===== src/rtl/int_reservation_station.sv =====
// int_reservation_station: integer-unit reservation station.
// Buffers renamed integer ops and snoops the CDB for missing operands.
// Issues the oldest fully-ready op to the ALU.
// Squashes speculative entries when the branch unit reports a mispredict.
// Optional feature macro: RS_CDB_BYPASS_EN. When it is defined, an operand
// broadcast on the CDB this cycle counts as ready and is forwarded straight
// to o_alu_A/B.
module int_reservation_station #(
    parameter int NUM_ENTRY         = 4,
    parameter int BW_TAG            = 3,
    parameter int BW_PROCESSOR_DATA = 32,
    parameter int BW_OPCODE_INT     = 4
) (
    input  logic                           clk,
    input  logic                           rst_n,
    input  logic                           i_iq_valid,
    output logic                           i_iq_ready,
    input  logic [BW_OPCODE_INT-1:0]       i_iq_opcode,
    input  logic [2*BW_TAG-1:0]            i_iq_Q_flatten,
    input  logic [2*BW_PROCESSOR_DATA-1:0] i_iq_V_flatten,
    input  logic [BW_TAG-1:0]              i_iq_tag,
    input  logic                           i_iq_speculation,
    input  logic                           i_cdb_valid,
    input  logic [BW_TAG-1:0]              i_cdb_tag,
    input  logic [BW_PROCESSOR_DATA-1:0]   i_cdb_data,
    input  logic                           i_branch_valid,
    input  logic                           i_branch_flush,
    output logic                           o_alu_valid,
    input  logic                           o_alu_ready,
    output logic [BW_OPCODE_INT-1:0]       o_alu_opcode,
    output logic [BW_PROCESSOR_DATA-1:0]   o_alu_A,
    output logic [BW_PROCESSOR_DATA-1:0]   o_alu_B,
    output logic [BW_TAG-1:0]              o_alu_tag
);

    localparam int AW = (NUM_ENTRY > 1) ? $clog2(NUM_ENTRY) : 1;

    // Per-entry state
    logic [NUM_ENTRY-1:0]         busy_r;
    logic [NUM_ENTRY-1:0]         spec_r;
    logic [BW_OPCODE_INT-1:0]     opcode_r [NUM_ENTRY];
    logic [BW_TAG-1:0]            q0_r     [NUM_ENTRY];
    logic [BW_TAG-1:0]            q1_r     [NUM_ENTRY];
    logic [BW_PROCESSOR_DATA-1:0] v0_r     [NUM_ENTRY];
    logic [BW_PROCESSOR_DATA-1:0] v1_r     [NUM_ENTRY];
    logic [BW_TAG-1:0]            tag_r    [NUM_ENTRY];
    logic [AW-1:0]                age_r    [NUM_ENTRY];

    // Combinational helpers
    logic                         flush_s;
    logic                         resolve_s;
    logic [AW-1:0]                free_idx_s;
    logic [NUM_ENTRY-1:0]         hit0_s;
    logic [NUM_ENTRY-1:0]         hit1_s;
    logic [NUM_ENTRY-1:0]         elig_s;
    logic                         sel_found_s;
    logic [AW-1:0]                sel_idx_s;
    logic [AW-1:0]                sel_age_s;
    logic                         issue_fire_s;
    logic                         dispatch_fire_s;
    logic [NUM_ENTRY-1:0]         keep_s;
    logic [AW:0]                  keep_cnt_s;
    logic [AW-1:0]                new_age_s [NUM_ENTRY];
    logic [BW_TAG-1:0]            dq0_s;
    logic [BW_TAG-1:0]            dq1_s;
    logic [BW_PROCESSOR_DATA-1:0] dv0_s;
    logic [BW_PROCESSOR_DATA-1:0] dv1_s;
    logic                         dhit0_s;
    logic                         dhit1_s;

    // Branch outcome decode
    assign flush_s   = i_branch_valid && i_branch_flush;
    assign resolve_s = i_branch_valid && !i_branch_flush;

    // Ready depends only on registered occupancy: no ready-through on issue
    assign i_iq_ready = ~(&busy_r);

    // Lowest-index free slot (scan downward so the lowest index wins)
    always_comb begin
        free_idx_s = '0;
        for (int i = NUM_ENTRY - 1; i >= 0; i--) begin
            free_idx_s = busy_r[i] ? free_idx_s : AW'(i);
        end
    end

    // CDB tag match per entry operand, and issue eligibility
    always_comb begin
        hit0_s = '0;
        hit1_s = '0;
        elig_s = '0;
        for (int i = 0; i < NUM_ENTRY; i++) begin
            hit0_s[i] = busy_r[i] && i_cdb_valid && (q0_r[i] != '0) && (q0_r[i] == i_cdb_tag);
            hit1_s[i] = busy_r[i] && i_cdb_valid && (q1_r[i] != '0) && (q1_r[i] == i_cdb_tag);
`ifdef RS_CDB_BYPASS_EN
            elig_s[i] = busy_r[i]
                        && ((q0_r[i] == '0) || hit0_s[i])
                        && ((q1_r[i] == '0) || hit1_s[i])
                        && !(spec_r[i] && flush_s);
`else
            elig_s[i] = busy_r[i]
                        && (q0_r[i] == '0)
                        && (q1_r[i] == '0)
                        && !(spec_r[i] && flush_s);
`endif
        end
    end

    // Oldest-first selection among eligible entries (ages are unique)
    always_comb begin
        sel_found_s = 1'b0;
        sel_idx_s   = '0;
        sel_age_s   = '1;
        for (int i = 0; i < NUM_ENTRY; i++) begin
            sel_idx_s   = (elig_s[i] && (!sel_found_s || (age_r[i] < sel_age_s))) ? AW'(i)   : sel_idx_s;
            sel_age_s   = (elig_s[i] && (!sel_found_s || (age_r[i] < sel_age_s))) ? age_r[i] : sel_age_s;
            sel_found_s = sel_found_s || elig_s[i];
        end
    end

    // Issue port drive; data outputs are zero while nothing is selected
    always_comb begin
        o_alu_valid  = 1'b0;
        o_alu_opcode = '0;
        o_alu_A      = '0;
        o_alu_B      = '0;
        o_alu_tag    = '0;
        if (sel_found_s) begin
            o_alu_valid  = 1'b1;
            o_alu_opcode = opcode_r[sel_idx_s];
            o_alu_tag    = tag_r[sel_idx_s];
`ifdef RS_CDB_BYPASS_EN
            o_alu_A      = (q0_r[sel_idx_s] != '0) ? i_cdb_data : v0_r[sel_idx_s];
            o_alu_B      = (q1_r[sel_idx_s] != '0) ? i_cdb_data : v1_r[sel_idx_s];
`else
            o_alu_A      = v0_r[sel_idx_s];
            o_alu_B      = v1_r[sel_idx_s];
`endif
        end else begin
            o_alu_valid  = 1'b0;
        end
    end

    assign issue_fire_s    = o_alu_valid && o_alu_ready;
    assign dispatch_fire_s = i_iq_valid && i_iq_ready && !(i_iq_speculation && flush_s);

    // Survivors after issue/flush, and their recompacted age ranks
    always_comb begin
        keep_s     = '0;
        keep_cnt_s = '0;
        for (int i = 0; i < NUM_ENTRY; i++) begin
            keep_s[i] = busy_r[i]
                        && !(issue_fire_s && (sel_idx_s == AW'(i)))
                        && !(flush_s && spec_r[i]);
        end
        for (int i = 0; i < NUM_ENTRY; i++) begin
            keep_cnt_s   = keep_cnt_s + {{AW{1'b0}}, keep_s[i]};
            new_age_s[i] = '0;
            for (int j = 0; j < NUM_ENTRY; j++) begin
                new_age_s[i] = new_age_s[i]
                               + {{(AW-1){1'b0}}, (keep_s[j] && (age_r[j] < age_r[i]))};
            end
        end
    end

    // Dispatch operands with same-cycle CDB capture
    always_comb begin
        dq0_s   = i_iq_Q_flatten[BW_TAG-1:0];
        dq1_s   = i_iq_Q_flatten[2*BW_TAG-1:BW_TAG];
        dv0_s   = i_iq_V_flatten[BW_PROCESSOR_DATA-1:0];
        dv1_s   = i_iq_V_flatten[2*BW_PROCESSOR_DATA-1:BW_PROCESSOR_DATA];
        dhit0_s = i_cdb_valid && (dq0_s != '0) && (dq0_s == i_cdb_tag);
        dhit1_s = i_cdb_valid && (dq1_s != '0) && (dq1_s == i_cdb_tag);
        if (dhit0_s) begin
            dq0_s = '0;
            dv0_s = i_cdb_data;
        end else begin
            dq0_s = dq0_s;
        end
        if (dhit1_s) begin
            dq1_s = '0;
            dv1_s = i_cdb_data;
        end else begin
            dq1_s = dq1_s;
        end
    end

    // Entry state update: wakeup, free, age recompaction, spec clear, dispatch write
    always_ff @(posedge clk or negedge rst_n) begin
        if (!rst_n) begin
            busy_r <= '0;
            spec_r <= '0;
            for (int i = 0; i < NUM_ENTRY; i++) begin
                opcode_r[i] <= '0;
                q0_r[i]     <= '0;
                q1_r[i]     <= '0;
                v0_r[i]     <= '0;
                v1_r[i]     <= '0;
                tag_r[i]    <= '0;
                age_r[i]    <= '0;
            end
        end else begin
            for (int i = 0; i < NUM_ENTRY; i++) begin
                busy_r[i] <= keep_s[i];
                spec_r[i] <= keep_s[i] && spec_r[i] && !resolve_s;
                age_r[i]  <= new_age_s[i];
                if (hit0_s[i]) begin
                    q0_r[i] <= '0;
                    v0_r[i] <= i_cdb_data;
                end
                if (hit1_s[i]) begin
                    q1_r[i] <= '0;
                    v1_r[i] <= i_cdb_data;
                end
            end
            if (dispatch_fire_s) begin
                busy_r[free_idx_s]   <= 1'b1;
                spec_r[free_idx_s]   <= i_iq_speculation && !resolve_s;
                age_r[free_idx_s]    <= AW'(keep_cnt_s);
                opcode_r[free_idx_s] <= i_iq_opcode;
                tag_r[free_idx_s]    <= i_iq_tag;
                q0_r[free_idx_s]     <= dq0_s;
                q1_r[free_idx_s]     <= dq1_s;
                v0_r[free_idx_s]     <= dv0_s;
                v1_r[free_idx_s]     <= dv1_s;
            end
        end
    end

endmodule


===== config.mk =====
export PLATFORM = sky130hd
export DESIGN_NAME = int_reservation_station
export DESIGN_NICKNAME = d
export VERILOG_FILES = /design/src/rtl/int_reservation_station.sv
export SDC_FILE = /design/constraint.sdc
export NUM_CORES = 1
export LEC_CHECK = 0
export CORE_MARGIN = 2
export CORE_UTILIZATION = 60
export DETAILED_ROUTE_END_ITERATION = 7
export HOLD_SLACK_MARGIN = 0.1
export PLACE_DENSITY_LB_ADDON = 0.2
export SYNTH_ARGS = -nofsm -noshare
export SYNTH_HDL_FRONTEND = slang
export SYNTH_SLANG_ARGS = --single-unit

===== constraint.sdc =====
create_clock -name clk -period 9.8 [get_ports clk]
set_input_delay 0.98 -clock clk [delete_from_list [all_inputs] [get_ports clk]]
set_output_delay 0.98 -clock clk [all_outputs]
set_load 0.03 [all_outputs]

# Word-level counts from Yosys, hierarchy flattened
# Index checks and enable logic that the tools add are counted.
# op_classes
addsub	15
order_cmp	24
n_eq_ne	13
mux	72
bitwise	4
n_reduce_logical	128
# op_table
cell	n
$mux 32	17
$bwmux 128	2
$mux 128	2
$bmux 32 s2	2
$logic_and 1x1->1	88
$demux 32 s2	1
$mux 3	14
$lt 2x2->1	19
$bwmux 12	3
$eq 3x3->1	10
$reduce_bool 3->1	10
$logic_not 3->1	8
$mux 12	2
$mux 4	6
$add 2x1->2	10
$mux 2	10
$bwmux 16	1
$logic_not 1->1	14
$add 1x1->2	5
$bmux 4 s2	1
$bwmux 8	1
$demux 4 s2	1
$mux 8	1
$bmux 3 s2	1
other kinds (17)	27
# word_totals
regBits	324
in_bits	120
output_inout_bits	73

# Depth between registers and ports, before layout
# logic_depth
ltp_word	28
ltp_mapped	21
mapped_depth_nobuf	19

# Worst setup path before layout
# No wires, ideal clock.
# synth_path
path_kind	input-to-output
startpoint	input port i_branch_valid
endpoint	output port o_alu_B[23]
arrival_ps	4755
required_ps	8820
slack_ps	4065
stages	16
cell_sequence	buf_4 > and3_1 > nand4b_1 > o22ai_1 > ha_1 > or2_2 > a21o_1 > nand2_2 > clkbuf_1 > a21oi_1 > ha_1 > nor2_1 > a21oi_1 > o221ai_2 > buf_2 > o31ai_1
# synth_between
elab_chain_len	22
# synth_rtl
element	line	source
from (decl)	26	input logic i_branch_valid,
$logic_and 1x1->1 *	72	assign flush_s = i_branch_valid && i_branch_flush;
$logic_and 1x1->1	103	&& !(spec_r[i] && flush_s);
$logic_not 1->1	103	
$logic_and 1x1->1	103	
$mux 2	115	sel_age_s = (elig_s[i] && (!sel_found_s || (age_r[i] < sel_age_s))) ? age_r[i] : sel_age_s;
$lt 2x2->1	114, 115	
$logic_or 1x1->1	114, 115	
$logic_and 1x1->1	114, 115	
[5 not listed]	-	
$lt 2x2->1	-	
$logic_or 1x1->1	-	
$logic_and 1x1->1	-	
$mux 2	114	sel_idx_s = (elig_s[i] && (!sel_found_s || (age_r[i] < sel_age_s))) ? AW'(i) : sel_idx_s;
$not 2->3 (not written as such)	136	o_alu_B = v1_r[sel_idx_s];
$bmux 32 s2	136	
$mux 32 (not written as such) (2 in series)	136	
$mux 32 *	127	if (sel_found_s) begin
to (decl)	32	output logic [BW_PROCESSOR_DATA-1:0] o_alu_B,
# Every way passes the cells marked *; elsewhere a longest branch is shown, timed or not. The select of a mux whose other input is x is not followed.

# Worst setup path in the final report
# layout_path
startpoint	input port i_branch_valid
endpoint	output port o_alu_B[1]
# Same word-level chain as after synthesis.

==> summary.md <==
| Metric | Value |
|---|---|
| Reg-to-reg endpoint | `age_r[5]$_DFF_PN0_` |
| Worst-Skew Late Latency | `530 ps` |
| GRT Overall Usage | `37.9%` |
| Seq pwr share | `28.9%` |
| Synth cell types | `57` |
| Clock-pin slew on the worst setup and hold paths | `50 ps` |
| Crit Path Max Fanout | `38` |
| GR Overflow Total | `0` |
| Vias in the first global route | `16274` |
| DR iter-0 viols | `2077` |
| Max-cap violations | `0` |
| Initial Utilization | `60.7%` |
| Top_reg_cell synth | `dfrtp_1` |
| Port Buf Inserts | `192` |
| FF-to-FF path depth | `19` |
| HP Class | `flop to flop` |
| # setup viols final | `0` |
| VDD IR max | `342 uV` |
| H-tree depth reported by CTS | `2` |
| Hold path depth | `2` |
| First-pass DRT Iterations | `6` |
| Minimum clock period | `7590 ps` |
| Final Hold Violating Endpoints | `0` |
| RR Startpoint | `q1_r[6]$_DFF_PN0_` |
| Reg2Reg Setup Slack | `3450 ps` |
| Die area | `29300 um2` |
| Die height | `171 um` |
| Fmax | `0.132 GHz` |
| Ratio of cells with drive above 1 in the final layout | `6.21%` |
| Yosys warnings | `0` |
| Final Util | `72.6%` |
| Net Switching | `3.80 mW` |
| Cts repair resizes | `0` |
| Max Slew Vio Count | `0` |
| Antenna-violating nets left | `0` |
| Row count | `61` |
| # DRC | `0` |
| Worst path arrival time | `6610 ps` |
| CTS root buf | `clkbuf_16` |
| Syn Inst Count | `1989` |
| Largest net degree at the start of global routing | `112` |
| Layout area overhead | `19.6%` |
| Layout Nets | `2224` |
| Slew @ Worst Pin | `1140 ps` |
| Avg Cell Area, Syn | `8.43 um2` |
| IO Pins | `193` |
| Syn nets | `2129` |
| GPL Wtd Cong | `0.928` |
| Sequential area share after synthesis | `48.3%` |
| Total number of vias | `16361` |
| RSZ-0062 raised after global routing | `no` |
| Yosys reg bits | `324` |
| Core region area | `27600 um2` |
| Post-synth EDFFs | `0` |
| Hold endpoint | `opcode_r[8]$_DFFE_PN0P_` |
| Clock power share | `17.2%` |
| Setup TNS | `0 ps` |
| Mapped Area | `16800 um2` |
| Clock Path Buffers | `3` |
| Wirelength, routed | `55.0 mm` |
| Width of the die | `171 um` |
| Initial antenna violation count | `1` |
| Sink Count | `324` |
| First-pass GRT wire length | `87.0 mm` |
| Worst EP required | `8820 ps` |
| Postcts setup bufs | `0` |
| Number of vias per cell | `6.58` |
| FILL cells | `2089` |
| Internal | `4.59 mW` |
| Num CTS Buffers | `36` |
| Switching share of total power | `45.3%` |
| Async set-reset flop share out of synthesis | `100%` |
| Pwr dens | `418 nW/um2` |
| DP Wirelength | `33.3 mm` |
| Layout Skew | `17.5 ps` |
| Routed length per instance | `22.1 um` |
| Status | `complete, no violations` |
| Crit Path Class | `primary input to output port` |
| Hold path start | `opcode_r[8]$_DFFE_PN0P_` |
| Post-cts hold buffer count | `0` |
| Rel. slew slack | `23.6%` |
| CP endpoint kind | `output port` |
| Startpoint types | `primary input` |
| Lkg Pwr | `8.26 nW` |
| Comb pwr share | `53.9%` |
| Final Cycle Share | `77.5%` |
| CTS tree | `done` |
==> power by group through the flow <==
stage / sequential (mW) / clock (mW) / combinational, mW
after detailed placement: 2.41 / 0 / 4.46
after CTS: 2.40 / 1.45 / 4.49
final: 2.42 / 1.44 / 4.53
after global placement: 2.39 / 0 / 4.36
after floorplan: 2.28 / 0 / 2.97
after global routing: 2.49 / 1.50 / 4.88
==> placed cells by master, fill, tap and decap left out, types with 3 or more instances in the layout <==
master             n
o21a_1             7
clkbuf_1           4
ha_1              15
clkbuf_16         37
fa_1               5
a21oi_1           49
xnor2_1           16
nor2b_1           78
xor2_1             6
or3_1              3
inv_1             50
nand2b_1           5
nor3b_1            8
o31ai_1           78
a211oi_1          76
nor2_1           535
nand4_1           11
clkinv_2           6
and3_1             3
dfrtp_1          324
o22ai_1          257
mux2_2            16
clkbuf_8           9
bufinv_16          5
nand2_1          154
o31ai_2            3
o21ai_0           29
nand3_1           39
nor4_2             3
and2_1             3
nor3_1             7
buf_4             38
clkdlybuf4s50_1  191
==> cell type report <==
cell class	instances	area (um2)	share of cell area (%)
Sequential cell	324	8110	40.4
Timing Repair Buffer	231	2230	11.1
Tap cell	378	473	2.36
Inverter	50	188	0.935
Clock buffer	50	1060	5.31
Antenna cell	1	2.50	0.0125
Multi-Input combinational cell	1441	7810	38.9
Clock inverter	12	188	0.935
==> worst max path at each step <==
stage              startpoint          end  slack [ps]
6_report       i_branch_valid   o_alu_B[1]        2210
5_1_grt        i_branch_valid   o_alu_B[1]        2020
4_1_cts        i_branch_valid   o_alu_B[1]        2380
3_5_place_dp   i_branch_valid   o_alu_B[1]        2390
3_3_place_gp   i_branch_valid  o_alu_B[13]        2530
2_1_floorplan  i_branch_valid  o_alu_B[23]        4070
==> state kept, by name, summed over array words and instances (netlist names) <==
register  flops
tag_r        12
busy_r        4
v0_r        128
age_r         8
v1_r        128
spec_r        4
opcode_r     16
q1_r         12
q0_r         12
==> routing by layer <==
metal	vias up	GRT usage (%)	wire length (um)
li1	7124	-	-
met1	8003	50.0	21600
met2	1033	60.5	25500
met3	201	7.94	5690
met4	0	17.5	2210
met5	-	0	0
==> synthesized netlist by cell type, types with 29 or more instances <==
master / instances / share of area [%]
o31ai_1: 78 / 3.5
inv_1: 50 / 1.1
a211oi_1: 76 / 3.4
nand3_1: 39 / 1.2
nor2b_1: 78 / 2.9
clkbuf_1: 97 / 2.2
o22ai_1: 257 / 9.6
dfrtp_1: 324 / 48
o21ai_0: 29 / 0.87
a21oi_1: 49 / 1.5
buf_1: 42 / 0.94
buf_2: 32 / 0.95
nor2_1: 535 / 12
nand2_1: 154 / 3.4
==> through the flow <==
stage	area (um2)	hold WS, ps	std cells	setup slack [ps]	power [mW]
final	20100	478	2487	2210	8.39
after CTS	20100	474	2486	2380	8.34
after global routing	20100	500	2486	2020	8.86
after floorplan	16800	438	1989	4070	5.25
after global placement	18800	454	2424	2530	6.75
after detailed placement	18800	456	2424	2390	6.87
==> kinds of logic after synthesis <==
logic type / Yosys count / share of synthesized area [%]
buf+inv: 224 / 5.32
mux: 16 / 1.07
simple gates: 863 / 21.9
fa+ha+maj: 21 / 1.78
flops: 324 / 48.3
xor+xnor: 22 / 1.15
compound gates: 519 / 20.5
==> worst max-delay path, stage by stage <==
cell and delay, ps:
clkdlybuf4s50_1 560, and3_1 290, nand4b_1 280, o22ai_1 260
ha_1 270, or2_2 320, a21o_1 220, nand2_4 400
a21oi_1 140, ha_1 290, nor2_1 40, a21oi_1 350
o221ai_4 320, buf_4 400, o31ai_1 650, clkdlybuf4s50_1 800
(Power assumes the default switching activity.)
